### config.mk
export PLATFORM = sky130hd
export DESIGN_NAME = branch_predictor
export DESIGN_NICKNAME = d
export VERILOG_FILES = /design/src/rtl/branch_pkg.sv /design/src/rtl/branch_target_buffer.sv /design/src/rtl/branch_predictor.sv
export SDC_FILE = /design/constraint.sdc
export NUM_CORES = 1
export LEC_CHECK = 0
export BUFFER_PORTS_ARGS = -buffer_cell sky130_fd_sc_hd__clkbuf_2
export CAP_MARGIN = 20
export CORE_MARGIN = 3
export CORE_UTILIZATION = 50
export CTS_BUF_LIST = sky130_fd_sc_hd__clkbuf_2
export CTS_CLUSTER_DIAMETER = 40
export DETAILED_ROUTE_END_ITERATION = 6
export GPL_TIMING_DRIVEN = 0
export MAX_ROUTING_LAYER = met4
export PLACE_DENSITY = 0.69
export SKIP_LAST_GASP = 1
export SLEW_MARGIN = 15
export SYNTH_ARGS = -nofsm -noshare
export SYNTH_HDL_FRONTEND = slang
export SYNTH_SLANG_ARGS = --single-unit
### constraint.sdc
create_clock -name clk_i -period 3.55 [get_ports clk_i]
set_input_delay 0.355 -clock clk_i [delete_from_list [all_inputs] [get_ports clk_i]]
set_output_delay 0.355 -clock clk_i [all_outputs]
set_load 0.02 [all_outputs]
### src/rtl/branch_pkg.sv
// Shared definitions for the branch predictor: datapath width and the
// 2-bit saturating counter type used by the pattern history table.
package branch_pkg;

    localparam int XLEN = 32;

    typedef enum logic [1:0] {
        SU = 2'b00,
        WU = 2'b01,
        WT = 2'b10,
        ST = 2'b11
    } counter_t;

    // Saturating step: never wraps from ST to SU or from SU to ST.
    function automatic counter_t counter_next(input counter_t ctr, input logic taken);
        counter_t result;
        result = ctr;
        unique case (ctr)
            SU: result = taken ? WU : SU;
            WU: result = taken ? WT : SU;
            WT: result = taken ? ST : WU;
            ST: result = taken ? ST : WT;
            default: result = WU;
        endcase
        return result;
    endfunction

endpackage

### src/rtl/branch_target_buffer.sv
// Direct-mapped branch target buffer with one combinational lookup port
// and one synchronous write port; only the valid bits are reset.
module branch_target_buffer
    import branch_pkg::*;
#(
    parameter int INDEX_WIDTH = 4
) (
    input  logic            clk_i,
    input  logic            reset_n_i,
    input  logic [XLEN-1:2] lookup_pc_i,
    output logic            hit_o,
    output logic [XLEN-1:0] target_o,
    input  logic            write_en_i,
    input  logic [XLEN-1:2] write_pc_i,
    input  logic [XLEN-1:0] write_target_i
);

    localparam int ENTRIES   = 2 ** INDEX_WIDTH;
    localparam int TAG_WIDTH = XLEN - 2 - INDEX_WIDTH;

    logic [ENTRIES-1:0]   valid_q;
    logic [TAG_WIDTH-1:0] tag_q    [ENTRIES];
    logic [XLEN-1:0]      target_q [ENTRIES];

    logic [INDEX_WIDTH-1:0] lookup_idx;
    logic [TAG_WIDTH-1:0]   lookup_tag;
    logic [INDEX_WIDTH-1:0] write_idx;
    logic [TAG_WIDTH-1:0]   write_tag;

    assign lookup_idx = lookup_pc_i[INDEX_WIDTH+1:2];
    assign lookup_tag = lookup_pc_i[XLEN-1:INDEX_WIDTH+2];
    assign write_idx  = write_pc_i[INDEX_WIDTH+1:2];
    assign write_tag  = write_pc_i[XLEN-1:INDEX_WIDTH+2];

    assign hit_o    = valid_q[lookup_idx] && (tag_q[lookup_idx] == lookup_tag);
    assign target_o = target_q[lookup_idx];

    always_ff @(posedge clk_i or negedge reset_n_i) begin
        if (!reset_n_i) begin
            valid_q <= '0;
        end else if (write_en_i) begin
            valid_q[write_idx] <= 1'b1;
        end
    end

    // Tag and target storage carries no reset; a cleared valid bit masks it.
    always_ff @(posedge clk_i) begin
        if (write_en_i) begin
            tag_q[write_idx]    <= write_tag;
            target_q[write_idx] <= write_target_i;
        end
    end

endmodule

### src/rtl/branch_predictor.sv
// Bimodal branch predictor: PHT of 2-bit counters plus a direct-mapped BTB,
// with combinational fetch prediction and execute-stage mispredict detection.
module branch_predictor
    import branch_pkg::*;
#(
    parameter int INDEX_WIDTH     = 6,
    parameter int BTB_INDEX_WIDTH = 4
) (
    input  logic            clk_i,
    input  logic            reset_n_i,
    input  logic [XLEN-1:0] pc_f_i,
    output logic            pred_taken_o,
    output logic [XLEN-1:0] pred_target_o,
    input  logic [XLEN-1:0] pc_e_i,
    input  logic            branch_e_i,
    input  logic            stall_e_i,
    input  logic            pc_src_res_e_i,
    input  logic [XLEN-1:0] target_e_i,
    input  logic            pred_taken_e_i,
    input  logic [XLEN-1:0] pred_target_e_i,
    output logic            mispredict_o,
    output logic [XLEN-1:0] correct_pc_o
);

    localparam int PHT_ENTRIES = 2 ** INDEX_WIDTH;

    counter_t pht_q [PHT_ENTRIES];

    logic [INDEX_WIDTH-1:0] f_idx;
    logic [INDEX_WIDTH-1:0] e_idx;
    counter_t               f_ctr;
    logic                   update_en;
    logic                   btb_hit;
    logic [XLEN-1:0]        btb_target;

    assign f_idx     = pc_f_i[INDEX_WIDTH+1:2];
    assign e_idx     = pc_e_i[INDEX_WIDTH+1:2];
    assign f_ctr     = pht_q[f_idx];
    assign update_en = branch_e_i & ~stall_e_i;

    branch_target_buffer #(
        .INDEX_WIDTH(BTB_INDEX_WIDTH)
    ) u_btb (
        .clk_i         (clk_i),
        .reset_n_i     (reset_n_i),
        .lookup_pc_i   (pc_f_i[XLEN-1:2]),
        .hit_o         (btb_hit),
        .target_o      (btb_target),
        .write_en_i    (update_en & pc_src_res_e_i),
        .write_pc_i    (pc_e_i[XLEN-1:2]),
        .write_target_i(target_e_i)
    );

    // Reads see pre-update state: no bypass from the resolving branch.
    always_ff @(posedge clk_i or negedge reset_n_i) begin
        if (!reset_n_i) begin
            for (int i = 0; i < PHT_ENTRIES; i++) begin
                pht_q[i] <= WU;
            end
        end else if (update_en) begin
            pht_q[e_idx] <= counter_next(pht_q[e_idx], pc_src_res_e_i);
        end
    end

    assign pred_taken_o  = f_ctr[1] & btb_hit;
    assign pred_target_o = btb_hit ? btb_target : pc_f_i + XLEN'(4);

    // A taken/taken pair still mispredicts when the carried target is stale.
    assign mispredict_o = update_en &
                          ((pred_taken_e_i != pc_src_res_e_i) |
                           (pred_taken_e_i & pc_src_res_e_i & (pred_target_e_i != target_e_i)));
    assign correct_pc_o = pc_src_res_e_i ? target_e_i : pc_e_i + XLEN'(4);

endmodule

======== After elaboration in Yosys (flattened, before gate mapping) ========
Memory sizes are Yosys's and may differ from the RTL's.
Index checks and enable logic that the tools add are counted.
storage, ports and cells
  bits in registers ....................... 144
  bits in latches ......................... 0
  memory bits (writable) .................. 928
  ROM bits ................................ 0
  input port bits ......................... 134
  output and inout bits ................... 66
  word-level logic and storage cells ...... 119
  memories ................................ 2
operators by class
  $add $sub $neg .......................... 2
  multipliers ............................. 0
  div/mod/pow operators ................... 0
  $lt $le $gt $ge ......................... 6
  eq/ne operators ......................... 6
  shift-type cells ........................ 0
  multiplexer cells ....................... 23
  bitwise operators ....................... 11
  reductions and logical operators ........ 4
memories
  name            words  bits a word  read ports  clocked after Yosys merged registers in  wr ports  RTL line                    source
  u_btb.target_q  16     32           1           0                                        1         branch_target_buffer.sv:23  logic [XLEN-1:0] target_q [ENTRIES];
  u_btb.tag_q     16     26           1           0                                        1         branch_target_buffer.sv:22  logic [TAG_WIDTH-1:0] tag_q [ENTRIES];
operator list
  operator                                                                number
  128-bit bitwise mux                                                     1
  32-bit by 3-bit adder with 32-bit output (second input constant)        2
  32-bit two-way mux                                                      2
  32-bit inequality test                                                  1
  26-bit equality test                                                    1
  2-bit binary-select mux with 6-bit select                               2
  2-bit two-way mux                                                       8
  16-bit OR                                                               1
  7-bit >= comparator (second input constant)                             2
  6-bit inverter with 7-bit output                                        2
  2-bit demux with 6-bit select                                           1
  4-bit by 5-bit < comparator with 1-bit output (second input constant)   2
  2-bit case mux with 4 select lines                                      1
  7-bit by 1-bit < comparator with 1-bit output (second input constant)   1
  1-bit bitwise AND                                                       6
  1-bit two-way mux                                                       6
  1-bit binary-select mux with 4-bit select                               1
  1-bit demux with 4-bit select                                           1
  2-bit equality test (second input constant)                             2
  4-bit by 1-bit >= comparator with 1-bit output (second input constant)  1
  1-bit logical AND                                                       3
  2-bit by 1-bit equality test with 1-bit output (second input constant)  1
  2-bit zero test                                                         1
  1-bit inequality test                                                   1
  2 further kinds                                                         2

======== Longest topological paths before layout ========
  word-level depth ........................ 8
  gate-level depth with buffers ........... 15

======== By module ========
A second synthesis with hierarchy kept.
unflattened totals
  cell total of the unflattened synthesis .. 2399
  area total of the unflattened synthesis .. 45084.5 µm²
by module, submodules not included
  module                times used  cells an instance  area each (µm²)
  branch_target_buffer  1           1480               36206.0
  branch_predictor      1           919                8878.5

======== Worst setup path after synthesis ========
OpenSTA, ideal clock, no wires.
  path kind ............................... input port to flip-flop
  start point ............................. in pc_e_i[3]
  end point ............................... reg u_btb.valid_q[0]
  setup time .............................. 0.089 ns
  arrival time ............................ 5.706 ns
  required time ........................... 3.461 ns
  setup slack ............................. -2.245 ns
  stages .................................. 7
  buffers on the path ..................... 2
  cells stage by stage .................... buf_2 inv_1 buf_1 ha_1 nand2_1 nor3_1 or2_2
between the ends
  word-level cells in the longest chain between the ends .. 5
  elaborated cells between the ends (all ways) .. 6
  those cells by class .................... order compare (2); mux (2); bitwise (1); reduce/logical (1)
RTL lines
  what                                                                                                                                          RTL line                    source
  start, declared                                                                                                                               branch_predictor.sv:14      input logic [XLEN-1:0] pc_e_i,
  4-bit by 5-bit < comparator with 1-bit output (not written as such) / 4-bit by 1-bit >= comparator with 1-bit output (equally long branches)  branch_target_buffer.sv:42  valid_q[write_idx] <= 1'b1;
  1-bit logical AND (not written as such)                                                                                                       branch_target_buffer.sv:42
  1-bit two-way mux (not written as such)                                                                                                       branch_target_buffer.sv:42
  1-bit demux with 4-bit select *                                                                                                               n/a
  16-bit OR (no line) *                                                                                                                         n/a
  end signal, assigned                                                                                                                          branch_target_buffer.sv:40  valid_q <= '0;
  end signal, assigned by index                                                                                                                 branch_target_buffer.sv:42
  end, declared                                                                                                                                 branch_target_buffer.sv:21  logic [ENTRIES-1:0] valid_q;
Mark *: on every way between the ends. The rest lies on a longest branch, timed or not.
A chain may end at the register's enable or synchronous reset.

======== Worst setup path after layout ========
  start point ............................. mem u_btb.tag_q[10][18] (netlist name)
  end point ............................... out pred_target_o[8]
between the ends
  word-level cells in the longest chain between the ends .. 4
RTL lines
  what                     RTL line                    source
  start, declared          branch_target_buffer.sv:22
  memory read 16 x 26 bit  n/a
  26-bit equality test     branch_target_buffer.sv:35  assign hit_o = valid_q[lookup_idx] && (tag_q[lookup_idx] == lookup_tag);
  1-bit logical AND        branch_target_buffer.sv:35
  32-bit two-way mux       branch_predictor.sv:66      assign pred_target_o = btb_hit ? btb_target : pc_f_i + XLEN'(4);
  end, declared            branch_predictor.sv:13      output logic [XLEN-1:0] pred_target_o,
No other way between the ends.

==> results_dict.tcl <==
set metrics [dict create \
    layout.cells.non_filler 4387 \
    cts_tree "built" \
    vias_per_cell 6.23 \
    cp_cell_sequence "mux4_2, mux4_2, xnor2_2, nand4_1, or4b_4, nor4_4, buf_12, buf_12, mux2_4, clkbuf_2" \
    place.gp.congestion 0.949 \
    rrSetupSlack_ns 0.18 \
    hold_end "u_btb.tag_q[0][0]" \
    worstSkewPairLatency_ns 1.48 \
    fin_worst_skew_ns 0.115 \
    placed_cell_area_mm2 0.0497 \
    min_from "pc_e_i[6]" \
    p_per_area_mw_per_mm2 460 \
    peakVddDrop_uv 266 \
    n_fill_cell 6407 \
    dr.pass1.iters 5 \
    synth_commonest_cells "edfxtp_1, mux4_2, mux2_2" \
    critPathCaptureType "output port" \
    dr_total_vias 27300 \
    required_ns 3.19 \
    r2r_end "pht_q[61]" \
    ys_warn_count 0 \
    rsz0062_at_grt "yes" \
    synth_edf_count 928 \
    hold_path.class "input port to register" \
    drtAntennaViolNets 0 \
    track_usage 0.302 \
    htree_levels 5 \
    synthAdderAreaFrac 0.00210 \
    grt_pass1_wl_um 195000 \
    hold_viol_final 0 \
    min_path_cells 2 \
    max_freq_ghz 0.189 \
    wl_per_cell_um 31.1 \
    synth_xor_area_frac 0.0215 \
    avgSynthCellArea_um2 19.5 \
    cp_data_arrival_time_ns 4.94 \
    synth_top_family_by_area "multiplexers" \
    setup_violations 46 \
    setup_slack_ns -1.74 \
    status "finished with violations" \
    syn2layout_area_growth_pct 19.5 \
    critPathLaunchType "register" \
    start_util 0.508 \
    synthesis.nets 2464 \
    synth_top_area_cell "edfxtp_1" \
    fin_area_mm2 0.0541 \
    drive_gt1_frac 0.442 \
    synth_compound_area_frac 0.0160 \
    power_uw 24900 \
    grt_max_degree 103 \
    wirelength_um 137000 \
    max_stage_delay_ns 0.56 \
    drc 0 \
    root_buffer "clkbuf_2" \
    synthDistinctLibCells 66 \
    antenna_found_initial 10 \
    violations "setup timing" \
    postSynthCellCount 2324 \
    r2r.worst_path.cells 9 \
    critPathMaxFanout 10 \
    post-route-period-util 1.49 \
    drt_iter0_markers 3448 \
    boundaryPins 200 \
    crit_slowest_cell "mux4_2" \
    synth_mux_area_frac 0.211 \
    tns_ns -59.47 \
    leakage_uw 0.0191 \
    synth_area_mm2 0.0453 \
    dp_hpwl_um 92000 \
    synth_most_common_cell "edfxtp_1" \
    placementRows 109 \
    r2r_start "pht_q[115]" \
    relSlewSlack 0.194 \
    worstSetupPathType "register to output port" \
    cts.sinks 1072 \
    synth_top_area_share 0.616 \
    fp.dieW_um 307 \
    synth_ff_type "edfxtp_1" \
    finalCriticalPeriod_ns 5.29 \
    finish.utilization 0.607 \
    grt-ovfl-total 0 \
    placed_cells_incl_taps 3756 \
    maxCapViolations 0 \
    cts-buffers-inserted 286 \
    first_global_vias 28100 \
    clockBufferDepth 4 \
    clkTransAtPathRegs_ns 0.10 \
    yosys-top-cells-area "edfxtp_1, mux4_2, dfrtp_1, dfstp_2, mux2_2" \
    maxSlewViolCount 0 \
    chipHeight_um 307 \
    die_area_mm2 0.0942 \
    final_nets 3163 \
    tightest_slew_ns 1.21 \
    core_area_mm2 0.0891 \
    synth-seq-cells 1072 \
    synthSimpleGateAreaFrac 0.0369 \
    io_buffers 192 \
    async_flop_share 0.134 \
    ys_seq_area_frac 0.697 \
]
## power breakdown
part           leakage (uW)  switching [uW]  total [uW]  internal [uW]
Clock               0.00192            4970        8530           3560
Sequential           0.0101            85.6       14000          13900
Combinational       0.00710            1360        2330            977
## critical path, delay by kind of cell (launching register included)
kind / cells / cell delay (ns)
muxes: 3 / 1.37
xor gates and xnor gates: 1 / 0.22
buffers and inverters: 3 / 0.55
DFF: 1 / 0.41
and+or+nand+nor: 3 / 0.86
## layer usage
metal / up-vias / track usage / routed length (um)
met2: 1803 / 0.454 / 64600
met1: 14200 / 0.405 / 52100
met5: - / - / 0
met4: 0 / 0.109 / 4350
met3: 256 / 0.0767 / 15600
li1: 11000 / - / -
## layout by cell type (no fill, tap or decap), types with 23 or more instances in the layout
cell,count
buf_12,24
buf_16,31
buf_4,46
buf_6,26
buf_8,32
clkbuf_1,39
clkbuf_2,585
clkinv_1,51
dfrtp_1,80
dfstp_2,64
dlygate4sd3_1,129
edfxtp_1,928
mux2_2,141
mux2_4,31
mux2i_1,47
mux4_2,315
nand2_1,108
nand3_1,23
nand4_1,25
nor2_1,65
o21ai_0,30
xnor2_1,75
xor2_1,30
## cell families (layout without fill, tap and decap cells)
| logic type | after synthesis | in the layout |
|---|---|---|
| XOR/XNOR | 111 | 111 |
| AO/OA/AOI/OAI | 108 | 108 |
| AND/OR/NAND/NOR | 341 | 341 |
| multiplexers | 538 | 538 |
| adder cells (fa/ha/maj) | 8 | 8 |
| flip-flops | 1072 | 1072 |
| buffers and inverters | 146 | 1035 |
| other | 0 | 9 |
## flip-flops by register name, summed over array words and instances, names as in the netlist
signal and cells:
pht_q 128, u_btb.tag_q 416, u_btb.target_q 512, u_btb.valid_q 16
## area by class of cell
class / instances / area (um^2) / area share
inverters: 15 / 56.3 / 0.00104
clock buffers: 408 / 2040 / 0.0377
multi-input cells: 1106 / 13500 / 0.249
well taps: 1165 / 1460 / 0.0269
repair buffers: 417 / 4140 / 0.0766
diodes: 9 / 22.5 / 0.000416
flip-flops and latches: 1072 / 31600 / 0.583
clock inverters: 70 / 458 / 0.00847
plain buffers: 125 / 887 / 0.0164
## metrics by stage
stage | setup WS [ns] | hold slack [ns]
2_1_floorplan | -0.809 | 0.0594
3_3_place_gp | -5.20 | 0.445
3_5_place_dp | -2.14 | 0.319
4_1_cts | -1.81 | 0.0271
5_1_grt | -1.89 | 0.0513
6_report | -1.74 | 0.128
## how the worst max path moves through the flow
stage | from | end | slack, ns | depth (start not counted)
after detailed placement | pc_e_i[4] | correct_pc_o[30] | -2.14 | 13
final | u_btb.tag_q[10][18] | pred_target_o[8] | -1.74 | 10
after global placement | pc_e_i[3] | u_btb.valid_q[9] | -5.20 | 8
after global routing | u_btb.tag_q[14][18] | pred_target_o[8] | -1.89 | 10
after floorplan | pc_e_i[4] | u_btb.tag_q[10][0] | -0.81 | 6
after CTS | u_btb.tag_q[11][19] | pred_target_o[29] | -1.81 | 10
## timing repair
item	in CTS	in global routing
hold endpoints to repair	1540	343
hold buffers	129	7
endpoints found under the setup margin	59	54
pin swaps	7	10
buffers inserted	4	14
gates cloned	0	1
gates resized for setup	78	61
Note: power is estimated with default switching activity, not from simulation.
